[src/rtl/proc_pkg.sv]
// rtl/proc_pkg.sv - shared widths, PC type and jump-table contents for the 3BC processor
package proc_pkg;

  localparam int PC_W      = 10;
  localparam int OFF_W     = 8;
  localparam int LUT_IDX_W = 5;
  localparam int LUT_N     = 1 << LUT_IDX_W;

  typedef logic [PC_W-1:0] pc_t;

  localparam pc_t START_ADDR = '0;

  // Absolute jump targets; any index not listed falls back to the program start.
  localparam pc_t JUMP_TARGETS [LUT_N] = '{
    1:       10'd128,
    2:       10'd512,
    3:       10'd700,
    4:       10'd1020,
    31:      10'd1000,
    default: START_ADDR
  };

endpackage

[src/rtl/jump_lut.sv]
// rtl/jump_lut.sv - combinational lookup of absolute jump targets
module jump_lut
  import proc_pkg::*;
(
  input  logic [LUT_IDX_W-1:0] LutIdx,
  output pc_t                  Target
);

  assign Target = JUMP_TARGETS[LutIdx];

endmodule

[src/rtl/prog_ctr_unit.sv]
// rtl/prog_ctr_unit.sv - program counter with relative/table branches, halt and wrap detection
module prog_ctr_unit
  import proc_pkg::*;
(
  input  logic                 Clk,
  input  logic                 Reset,
  input  logic                 Start,
  input  logic                 CountEn,
  input  logic                 Halt,
  input  logic                 BranchRel,
  input  logic                 BranchAbs,
  input  logic                 Taken,
  input  logic [OFF_W-1:0]     Offset,
  input  logic [LUT_IDX_W-1:0] LutIdx,
  output logic [PC_W-1:0]      ProgCounter,
  output logic                 Done,
  output logic                 Overflow
);

  pc_t         pc_q, pc_d;
  logic        done_q, done_d;
  logic        ovf_q, ovf_d;
  pc_t         lut_target;

  // Two guard bits on the relative sum: bit PC_W catches carry-out past the top,
  // bit PC_W+1 goes high when a negative offset takes the address below zero.
  logic [PC_W:0]   inc_sum;
  logic [PC_W+1:0] rel_sum;
  logic [PC_W+1:0] off_ext;

  jump_lut u_jump_lut (
    .LutIdx (LutIdx),
    .Target (lut_target)
  );

  assign off_ext = {{(PC_W + 2 - OFF_W){Offset[OFF_W-1]}}, Offset};
  assign inc_sum = {1'b0, pc_q} + {{PC_W{1'b0}}, 1'b1};
  assign rel_sum = {2'b00, pc_q} + off_ext;

  // Next-state selection in priority order, including the sticky wrap flag.
  always_comb begin
    pc_d   = pc_q;
    done_d = done_q;
    ovf_d  = ovf_q;
    if (Start) begin
      pc_d   = START_ADDR;
      done_d = 1'b0;
      ovf_d  = 1'b0;
    end else if (done_q || !CountEn) begin
      // hold everything
    end else if (Halt) begin
      done_d = 1'b1;
    end else if (BranchAbs && Taken) begin
      pc_d = lut_target;
    end else if (BranchRel && Taken) begin
      pc_d = rel_sum[PC_W-1:0];
      if (rel_sum[PC_W+1:PC_W] != 2'b00) begin
        ovf_d = 1'b1;
      end
    end else begin
      pc_d = inc_sum[PC_W-1:0];
      if (inc_sum[PC_W]) begin
        ovf_d = 1'b1;
      end
    end
  end

  // State registers; reset forces the start address immediately.
  always_ff @(posedge Clk or posedge Reset) begin
    if (Reset) begin
      pc_q   <= START_ADDR;
      done_q <= 1'b0;
      ovf_q  <= 1'b0;
    end else begin
      pc_q   <= pc_d;
      done_q <= done_d;
      ovf_q  <= ovf_d;
    end
  end

  assign ProgCounter = pc_q;
  assign Done        = done_q;
  assign Overflow    = ovf_q;

endmodule

[config.mk]
export PLATFORM = sky130hd
export DESIGN_NAME = prog_ctr_unit
export DESIGN_NICKNAME = d
export VERILOG_FILES = /design/src/rtl/proc_pkg.sv /design/src/rtl/jump_lut.sv /design/src/rtl/prog_ctr_unit.sv
export SDC_FILE = /design/constraint.sdc
export NUM_CORES = 1
export LEC_CHECK = 0
export ABC_CLOCK_PERIOD_IN_PS = 2900
export CAP_MARGIN = 20
export CORE_UTILIZATION = 30
export DETAILED_ROUTE_END_ITERATION = 8
export PLACE_DENSITY = 0.64
export SETUP_SLACK_MARGIN = 0.3
export SLEW_MARGIN = 20
export SYNTH_ARGS = -nofsm -noshare
export SYNTH_HDL_FRONTEND = slang
export SYNTH_SLANG_ARGS = --single-unit
[constraint.sdc]
create_clock -name Clk -period 2.9 [get_ports Clk]
set_input_delay 0.58 -clock Clk [delete_from_list [all_inputs] [get_ports Clk]]
set_output_delay 0.58 -clock Clk [all_outputs]
set_load 0.01 [all_outputs]
### Word level (Yosys, flattened, before mapping)

Memory sizes are Yosys's and may differ from the RTL's.
Cells that the tools add are included.

| word-level totals | value |
|---|---|
| register bits | 12 |
| bits in read-only memories | 320 |
| bits of input ports | 21 |
| output and inout bits | 12 |
| logic and storage cells | 39 |
| memories | 1 |

Memory list:

| name | words | bits a word | read ports | clocked after Yosys merged registers in | write ports | RTL line | source |
|---|---|---|---|---|---|---|---|
| (no name shown) | 32 | 10 | 1 | 0 | 0 | jump_lut.sv:9 | `assign Target = JUMP_TARGETS[LutIdx];` |

| operators by class | value |
|---|---|
| $add $sub $neg | 2 |
| magnitude comparators | 1 |
| eq/ne operators | 4 |
| muxes and demuxes | 17 |
| bitwise operators | 1 |
| reductions and logical operators | 10 |

Operator list:

| operator | count |
|---|---|
| $mux W10 | 7 |
| $add A11 B8 Y12 | 1 |
| $add A10 B1 Y11 const B | 1 |
| $mux W1 | 10 |
| $ge A6 B6 Y1 const B | 1 |
| $ne A2 B2 Y1 const B | 3 |
| $not A5 Y6 | 1 |
| $reduce_and A5 Y1 | 1 |
| $reduce_and A2 Y1 | 2 |
| $reduce_bool A2 Y1 | 2 |
| $ne A3 B2 Y1 const B | 1 |
| $reduce_bool A3 Y1 | 1 |
| $logic_and A1 B1 Y1 | 2 |
| $logic_not A1 Y1 | 1 |
| $logic_or A1 B1 Y1 | 1 |

### Depth between registers and ports, before layout

Gate-level depths: netlist of the first run.

| depth | value |
|---|---|
| word-level depth | 8 |
| depth in mapped cells | 7 |
| mapped depth without buffers | 7 |

### By module

From an unflattened synthesis of the first run, not the netlist that was laid out.

| second synthesis, totals | value |
|---|---|
| cell total of the unflattened synthesis | 181 |
| area total of the unflattened synthesis | 1,461.4 um^2 |

Modules (own cells, without submodules):

| module | times used | cells each | area each (um^2) | seq. area each (um^2) |
|---|---|---|---|---|
| prog_ctr_unit | 1 | 160 | 1,320.0 | 300.3 |
| jump_lut | 1 | 21 | 141.4 | 0.0 |

### Least setup slack after synthesis of the first run

OpenSTA, ideal clock, no wires.

| path | value |
|---|---|
| kind | input -> register |
| start point | input port Offset[0] |
| end point | register pc_q[8], in the netlist ProgCounter[8] |
| setup time | 99 ps |
| arrival | 2,108 ps |
| required time | 2,801 ps |
| setup slack | 693 ps |
| cell stages on the path | 7 |
| buffers on the path | 0 |
| path through | ha_1 > fa_1 > a21o_1 > a221oi_2 > o21ai_1 > xnor2_1 > a311oi_1 |

| on the way | value |
|---|---|
| longest elaborated chain between the ends | 6 |

Ends and longest elaborated chain:

| element | RTL line | source |
|---|---|---|
| start, declared | prog_ctr_unit.sv:13 | `input logic [OFF_W-1:0] Offset,` |
| $add A11 B8 Y12 | prog_ctr_unit.sv:38 | `assign rel_sum = {2'b00, pc_q} + off_ext;` |
| $mux W10 | prog_ctr_unit.sv:55 | `end else if (BranchRel && Taken) begin` |
| $mux W10 | prog_ctr_unit.sv:53 | `end else if (BranchAbs && Taken) begin` |
| $mux W10 | prog_ctr_unit.sv:51 | `end else if (Halt) begin` |
| $mux W10 | prog_ctr_unit.sv:49 | `end else if (done_q \|\| !CountEn) begin` |
| $mux W10 | prog_ctr_unit.sv:45 | `if (Start) begin` |
| end signal, assigned | prog_ctr_unit.sv:75 | `pc_q <= pc_d;` |
| end, declared | prog_ctr_unit.sv:20 | `pc_t pc_q, pc_d;` |

No other way between the ends. The select of a mux whose other input is x is not followed.
A chain may end at the register's enable or synchronous reset.

### Worst setup path in the final report of the first run

| path | value |
|---|---|
| start point | input port Offset[7] |
| end point | register ovf_q, in the netlist Overflow |

| on the way | value |
|---|---|
| longest elaborated chain between the ends | 4 |

Ends and longest elaborated chain:

| element | RTL line | source |
|---|---|---|
| $add A11 B8 Y12 | prog_ctr_unit.sv:38 |  |
| $reduce_bool A2 Y1 | prog_ctr_unit.sv:57 | `if (rel_sum[PC_W+1:PC_W] != 2'b00) begin` |
| $ne A3 B2 Y1 (no line) | n/a |  |
| $reduce_and A5 Y1 (no line) | n/a |  |
| end signal, assigned | prog_ctr_unit.sv:77 | `ovf_q <= ovf_d;` |
| end, declared | prog_ctr_unit.sv:22 | `logic ovf_q, ovf_d;` |

No other way between the ends.

==> summary.txt, run 1 <==
Routed WL per cell - 16.3 µm
Syn Nets - 205
Final min period - 2.48 ns
cell taking the most area after synthesis - dfrtp_1
Die H - 69.1 µm
critical path arrival - 2.64 ns
PD cells - 318 mW/mm²
register area share after synthesis - 22.2%
fillers - 448
synth top area cells - dfrtp_1, ha_1, nand2_1
FMAX - 403 MHz
TritonCTS clock tree - built
largest net degree at the start of global routing - 13
Mapped Cells - 171
VDD IR max - 0.129 mV
Setup TNS - 0 ns
share of layout cells above drive strength 1 - 8.74%
endpoint class of the critical path - register
HP Class - register to register
Cells after DPL - 252
Slew Viols, Final - 0
FF/Latch Area - 300 µm²
maximum net fanout on the critical path - 6
Starting Density - 31.0%
Die Area - 0.00478 mm²
status - complete, no violations
Post-synth EDFFs - 0
most numerous cell in the Yosys netlist - nand2_1
Seq cells post-synth - 12
worst-case hold slack - 0.570 ns
pre-CTS setup slack - 0.0335 ns
Leak - 0.730 nW
Slew @ Worst Pin - 0.612 ns
CTS root buf - clkbuf_8
Num CTS Buffers - 3
final count of negative-setup-slack endpoints - 0
RSZ-0062 raised after global routing - no
Post-synth top cells - nand2_1, nor2_1, dfrtp_1, ha_1, a21oi_1
Max Buffers Root-to-Sink - 2
post-route clock skew - 0.00299 ns
Synth top area share - 22.2%
crit start category - input pin
vias in the first global route - 1,398
drt drc - 0
first-pass GRT wire length - 6800 µm
nets@finish - 241
GRT Total Usage - 17.7%
final hold vios - 0
Ports - 33
H-tree depth - 1
Final WS setup - 0.419 ns
remaining antenna violation count - 0
CORE AREA - 0.00435 mm²
clock transition at the registers of the reported paths - 0.06 ns
synthesized area per cell - 7.90 µm²
initial antenna violation count - 0
initial DRC count - 134
DP HPWL - 3170 µm
hold buffer count at CTS - 0
synth unique cells - 43
Die Width - 69.1 µm
Async SR Flop Fraction - 100%
1st-pass router iterations - 5
Placer Congestion - 0.870
routed vias - 1,454
Port Buf Inserts - 32
CP Class - input pin to register
Inserted Diodes - 0
Syn-to-layout area delta - 35.3%
final WL - 4200 µm
Skew-Pair Late Insertion Delay - 0.25 ns
Top FF cell, synth - dfrtp_1
DP Area - 0.00172 mm²
Core Util, Final - 42.0%
max-cap violation count - 0
row count - 24
multi-input logic area - 0.00105 mm²
Cell Area, Synth - 0.00135 mm²
post-route cell area - 0.00183 mm²
final non-filler cell total - 258
vias per std cell - 5.64
Rel. slew slack - 59.0%
post-layout total power - 581 µW
Ys Warns - 0
Sink Count - 12
WP data required - 3.06 ns
period utilisation layout - 85.5%
grt ovf - 0
-- cells in the final DEF, fill, tap and decap left out, types with 2 or more instances in the layout --
cell             instances
a31oi_1                  6
nand4_1                  2
xor2_1                   4
a211oi_1                 8
clkbuf_8                 4
inv_1                    6
o31a_1                   2
nand3_1                  8
nor4_1                   5
o21ai_0                  5
buf_4                    2
a311oi_1                 2
and2_1                   3
a21oi_1                 11
nand2_1                 20
nor3b_1                  3
and3_1                   2
xnor2_1                  5
clkdlybuf4s50_1         31
o31ai_1                  3
o21a_1                   2
nor3_1                   5
dfrtp_1                 12
nor2_1                  15
a21o_1                   5
or3_1                    3
ha_1                    11
-- layer usage --
metal  global-route usage, %  share of wire (%)
met5                       0                  0
met4                    7.71                2.3
met3                    1.46                6.5
met2                    27.1                 45
met1                    25.2                 46
-- repair_timing --
action | in CTS | in global routing
buffers inserted | 0 | 2
resized for setup | 1 | 6
pin swaps | 0 | 6
endpoints found under the setup margin | 1 | 2
endpoints found under the hold margin | 0 | 0
-- worst max-delay path, stage by stage --
cell	delay (ns)
clkdlybuf4s50_1	0.52
ha_1	0.43
a21oi_2	0.16
o21ai_0	0.16
and2_1	0.21
o311a_1	0.34
nor4_2	0.22
-- power by group --
group | leakage, nW | total, mW | switching (mW) | internal (mW)
sequential | 0.164 | 0.192 | 0.0163 | 0.176
clock | 0.0288 | 0.196 | 0.0751 | 0.121
combinational | 0.538 | 0.194 | 0.0999 | 0.0939
total | 0.730 | 0.581 | 0.191 | 0.390
-- registers in the layout, indices dropped and copies added, names as in the netlist --
name / count
ProgCounter: 10
Overflow: 1
Done: 1
-- final cells by class --
class	count	area share, %
Multi-Input combinational cell	150	57.3
Timing Repair Buffer	34	18.5
Sequential cell	12	16.4
Tap cell	52	3.56
Clock buffer	4	3.01
Inverter	6	1.23
-- kinds of logic (layout without fill, tap and decap cells) --
family | count (synthesis) | in the layout | synth area share [%]
flops | 12 | 12 | 22.2
simple gates | 72 | 72 | 27.1
compound gates | 55 | 55 | 28.7
mux | 1 | 1 | 0.741
fa+ha+maj | 13 | 13 | 12.6
buf+inv | 9 | 44 | 2.78
xor+xnor | 9 | 9 | 5.83
-- worst paths after layout --
kind                                startpoint              to  cells past startpoint  slack (ns)
worst max-delay path                 Offset[7]        Overflow                      7        0.42
worst min-delay path                      Done            Done                      2        0.57
worst max register to register  ProgCounter[0]  ProgCounter[8]                      7        0.61
worst min register to register            Done            Done                      2        0.57
max in group asynchronous                Reset  ProgCounter[6]                      2        1.88
min in group asynchronous                Reset  ProgCounter[3]                      2        0.66
Power figures use the tool's default switching activity.
==> inputs of run 2 (changes only) <==
==> constraint.sdc (replaced) <==
create_clock -name Clk -period 2.9 [get_ports Clk]
set_input_delay 0.725 -clock Clk [delete_from_list [all_inputs] [get_ports Clk]]
set_output_delay 0.725 -clock Clk [all_outputs]
set_load 0.01 [all_outputs]
==> run 2 against run 1 <==
Cell count is 0.78% higher. Utilization up 0.72 points. Cell area up 1.7%. Worst hold slack improved by 0.023 ns. Sequential share of layout area fell by 0.28 points. Fmax shrank 0.90%.
==> summary.txt, run 2 (synthesis gave the netlist of run 1 again) <==
nets@finish - 243 (was 241)
Cells after DPL - 255 (was 252)
DP HPWL - 3080 µm (was 3170 µm)
register share of total power - 32.6% (was 33.0%)
commonest non-fill, non-tap cell in the layout - clkdlybuf4s50_1 (unchanged)
WP data required - 3.06 ns (about the same)
Slowest-stage cell, CP - clkdlybuf4s50_1 (unchanged)
CTS root buf - clkbuf_8 (unchanged)
drt drc - 0 (unchanged)
Ports - 33 (unchanged)
commonest non-fill, non-tap cells in the layout - clkdlybuf4s50_1, nand2_1, nor2_1, dfrtp_1 (unchanged)
CORE AREA - 0.00435 mm² (unchanged)
grt ovf - 0 (unchanged)
Port Buf Inserts - 32 (unchanged)
endpoint class of the critical path - register (unchanged)
Routed WL per cell - 15.4 µm (was 16.3 µm)
Internal Power - 393 µW (was 390 µW)
final hold vios - 0 (unchanged)
fillers - 426 (was 448)
Gate power share - 33.6% (was 33.3%)
1st-pass router iterations - 4 (was 5)
crit start category - input pin (unchanged)
hold buffer count at CTS - 0 (unchanged)
Final min period - 2.50 ns (was 2.48 ns)
Placer Congestion - 0.855 (was 0.870)
Skew-Pair Late Insertion Delay - 0.26 ns (was 0.25 ns)
remaining antenna violation count - 0 (unchanged)
Rel. slew slack - 57.3% (was 59.0%)
initial antenna violation count - 0 (unchanged)
initial DRC count - 114 (was 134)
Sink Count - 12 (unchanged)
worst-case hold slack - 0.593 ns (was 0.570 ns)
TritonCTS clock tree - built (unchanged)
routed vias - 1,481 (was 1,454)
Starting Density - 31.0% (unchanged)
final non-filler cell total - 260 (was 258)
FF/Latch Area - 300 µm² (unchanged)
RSZ-0062 raised after global routing - no (unchanged)
clock share of power - 33.8% (was 33.7%)
P_sw - 196 µW (was 191 µW)
FMAX - 399 MHz (was 403 MHz)
CP cell instances - clkdlybuf4s50_1 -> ha_1 -> a21o_1 -> a221oi_4 -> o21ai_2 -> xnor2_1 -> a311oi_1 (was clkdlybuf4s50_1 -> ha_1 -> a21oi_2 -> o21ai_0 -> and2_1 -> o311a_1 -> nor4_2)
post-route clock skew - 0.00515 ns (was 0.00299 ns)
VDD IR max - 0.130 mV (was 0.129 mV)
share of layout cells above drive strength 1 - 10.1% (was 8.74%)
PD cells - 317 mW/mm² (was 318 mW/mm²)
row count - 24 (unchanged)
Slew @ Worst Pin - 0.639 ns (was 0.612 ns)
final WL - 4020 µm (was 4200 µm)
final count of negative-setup-slack endpoints - 0 (unchanged)
max-cap violation count - 0 (unchanged)
clock transition at the registers of the reported paths - 0.06 ns (about the same)
Die Area - 0.00478 mm² (unchanged)
Inserted Diodes - 0 (unchanged)
Max Buffers Root-to-Sink - 2 (unchanged)
Core Util, Final - 42.7% (was 42.0%)
Slew Viols, Final - 0 (unchanged)
status - complete, no violations (unchanged)
vias in the first global route - 1,343 (was 1,398)
CP Class - input pin to register (unchanged)
critical path arrival - 2.66 ns (was 2.64 ns)
multi-input logic area - 0.00106 mm² (was 0.00105 mm²)
GRT Total Usage - 16.6% (was 17.7%)
Syn-to-layout area delta - 37.6% (was 35.3%)
first-pass GRT wire length - 6410 µm (was 6800 µm)
Die H - 69.1 µm (unchanged)
Die Width - 69.1 µm (unchanged)
Switching Share - 33.3% (was 32.9%)
Num CTS Buffers - 3 (unchanged)
Largest register FFs - 10 (unchanged)
Leak - 0.760 nW (was 0.730 nW)
period utilisation layout - 86.3% (was 85.5%)
HP Class - register to register (unchanged)
H-tree depth - 1 (unchanged)
CP max stage delay - 0.41 ns (was 0.52 ns)
maximum net fanout on the critical path - 5 (was 6)
vias per std cell - 5.70 (was 5.64)
largest net degree at the start of global routing - 13 (unchanged)
[run 2: cell types whose count changed in the layout (fill, tap and decap cells not counted)]
cell / change
buf_4: +2
nor4_1: -1
nor4_2: +1
o311ai_2: -1
o311ai_4: +1
[run 2: power groups by stage]
| stage | logic (mW) | registers, mW | clock network [mW] |
|---|---|---|---|
| after detailed placement | 0.187 | 0.195 | 0 |
| after CTS | 0.191 | 0.192 | 0.199 |
| final | 0.198 | 0.192 | 0.199 |
| after global routing | 0.216 | 0.194 | 0.208 |
| after floorplan | 0.103 | 0.195 | 0 |
| after global placement | 0.186 | 0.195 | 0 |
[run 2: timing repair]
| action | in CTS | in global routing |
|---|---|---|
| buffers inserted | 0 | 1 |
| resized for setup | 2 | 7 |
| pin swaps | 1 | 10 |
| setup endpoints to repair | 2 | 2 |
[run 2: area by class of cell]
class | instances | share of cell area, %
multi-input combinational | 150 | 57.2
clock buffer | 4 | 2.96
timing repair buffer | 36 | 19.0
inverter | 6 | 1.21
sequential | 12 | 16.2
tap | 52 | 3.50
[run 2: worst paths after layout]
check | from | to | slack [ns] | cells past startpoint
max | Offset[4] | ProgCounter[8] | 0.40 | 7
min | Done | Done | 0.59 | 2
max reg2reg | ProgCounter[0] | ProgCounter[8] | 0.62 | 7
min reg2reg | Done | Done | 0.59 | 2
max in group asynchronous | Reset | ProgCounter[9] | 1.74 | 2
min in group asynchronous | Reset | ProgCounter[3] | 0.80 | 2
[run 2: worst max-delay path, delay by kind of cell]
| family | cells | cell delay (ns) |
|---|---|---|
| buffers and inverters | 1 | 0.41 |
| xor gates and xnor gates | 1 | 0.14 |
| AOI/OAI and AO/OA | 4 | 1.00 |
| adders and majority gates | 1 | 0.38 |
[run 2: through the flow]
step                total power [mW]  setup slack (ns)  area, µm²  setup TNS, ns
floorplan                      0.298             0.548       1350              0
global placement               0.381            0.0298       1740              0
detailed placement             0.382           -0.0168       1740        -0.0288
CTS                            0.581             0.312       1810              0
global route                   0.617             0.315       1860              0
finish                         0.589             0.397       1860              0
[run 2: layer usage]
metal / GRT usage, % / part of all wire (%)
met1: 23.5 / 46
met2: 25.6 / 45
met3: 1.61 / 6.4
met4: 6.80 / 2.4
met5: 0 / 0
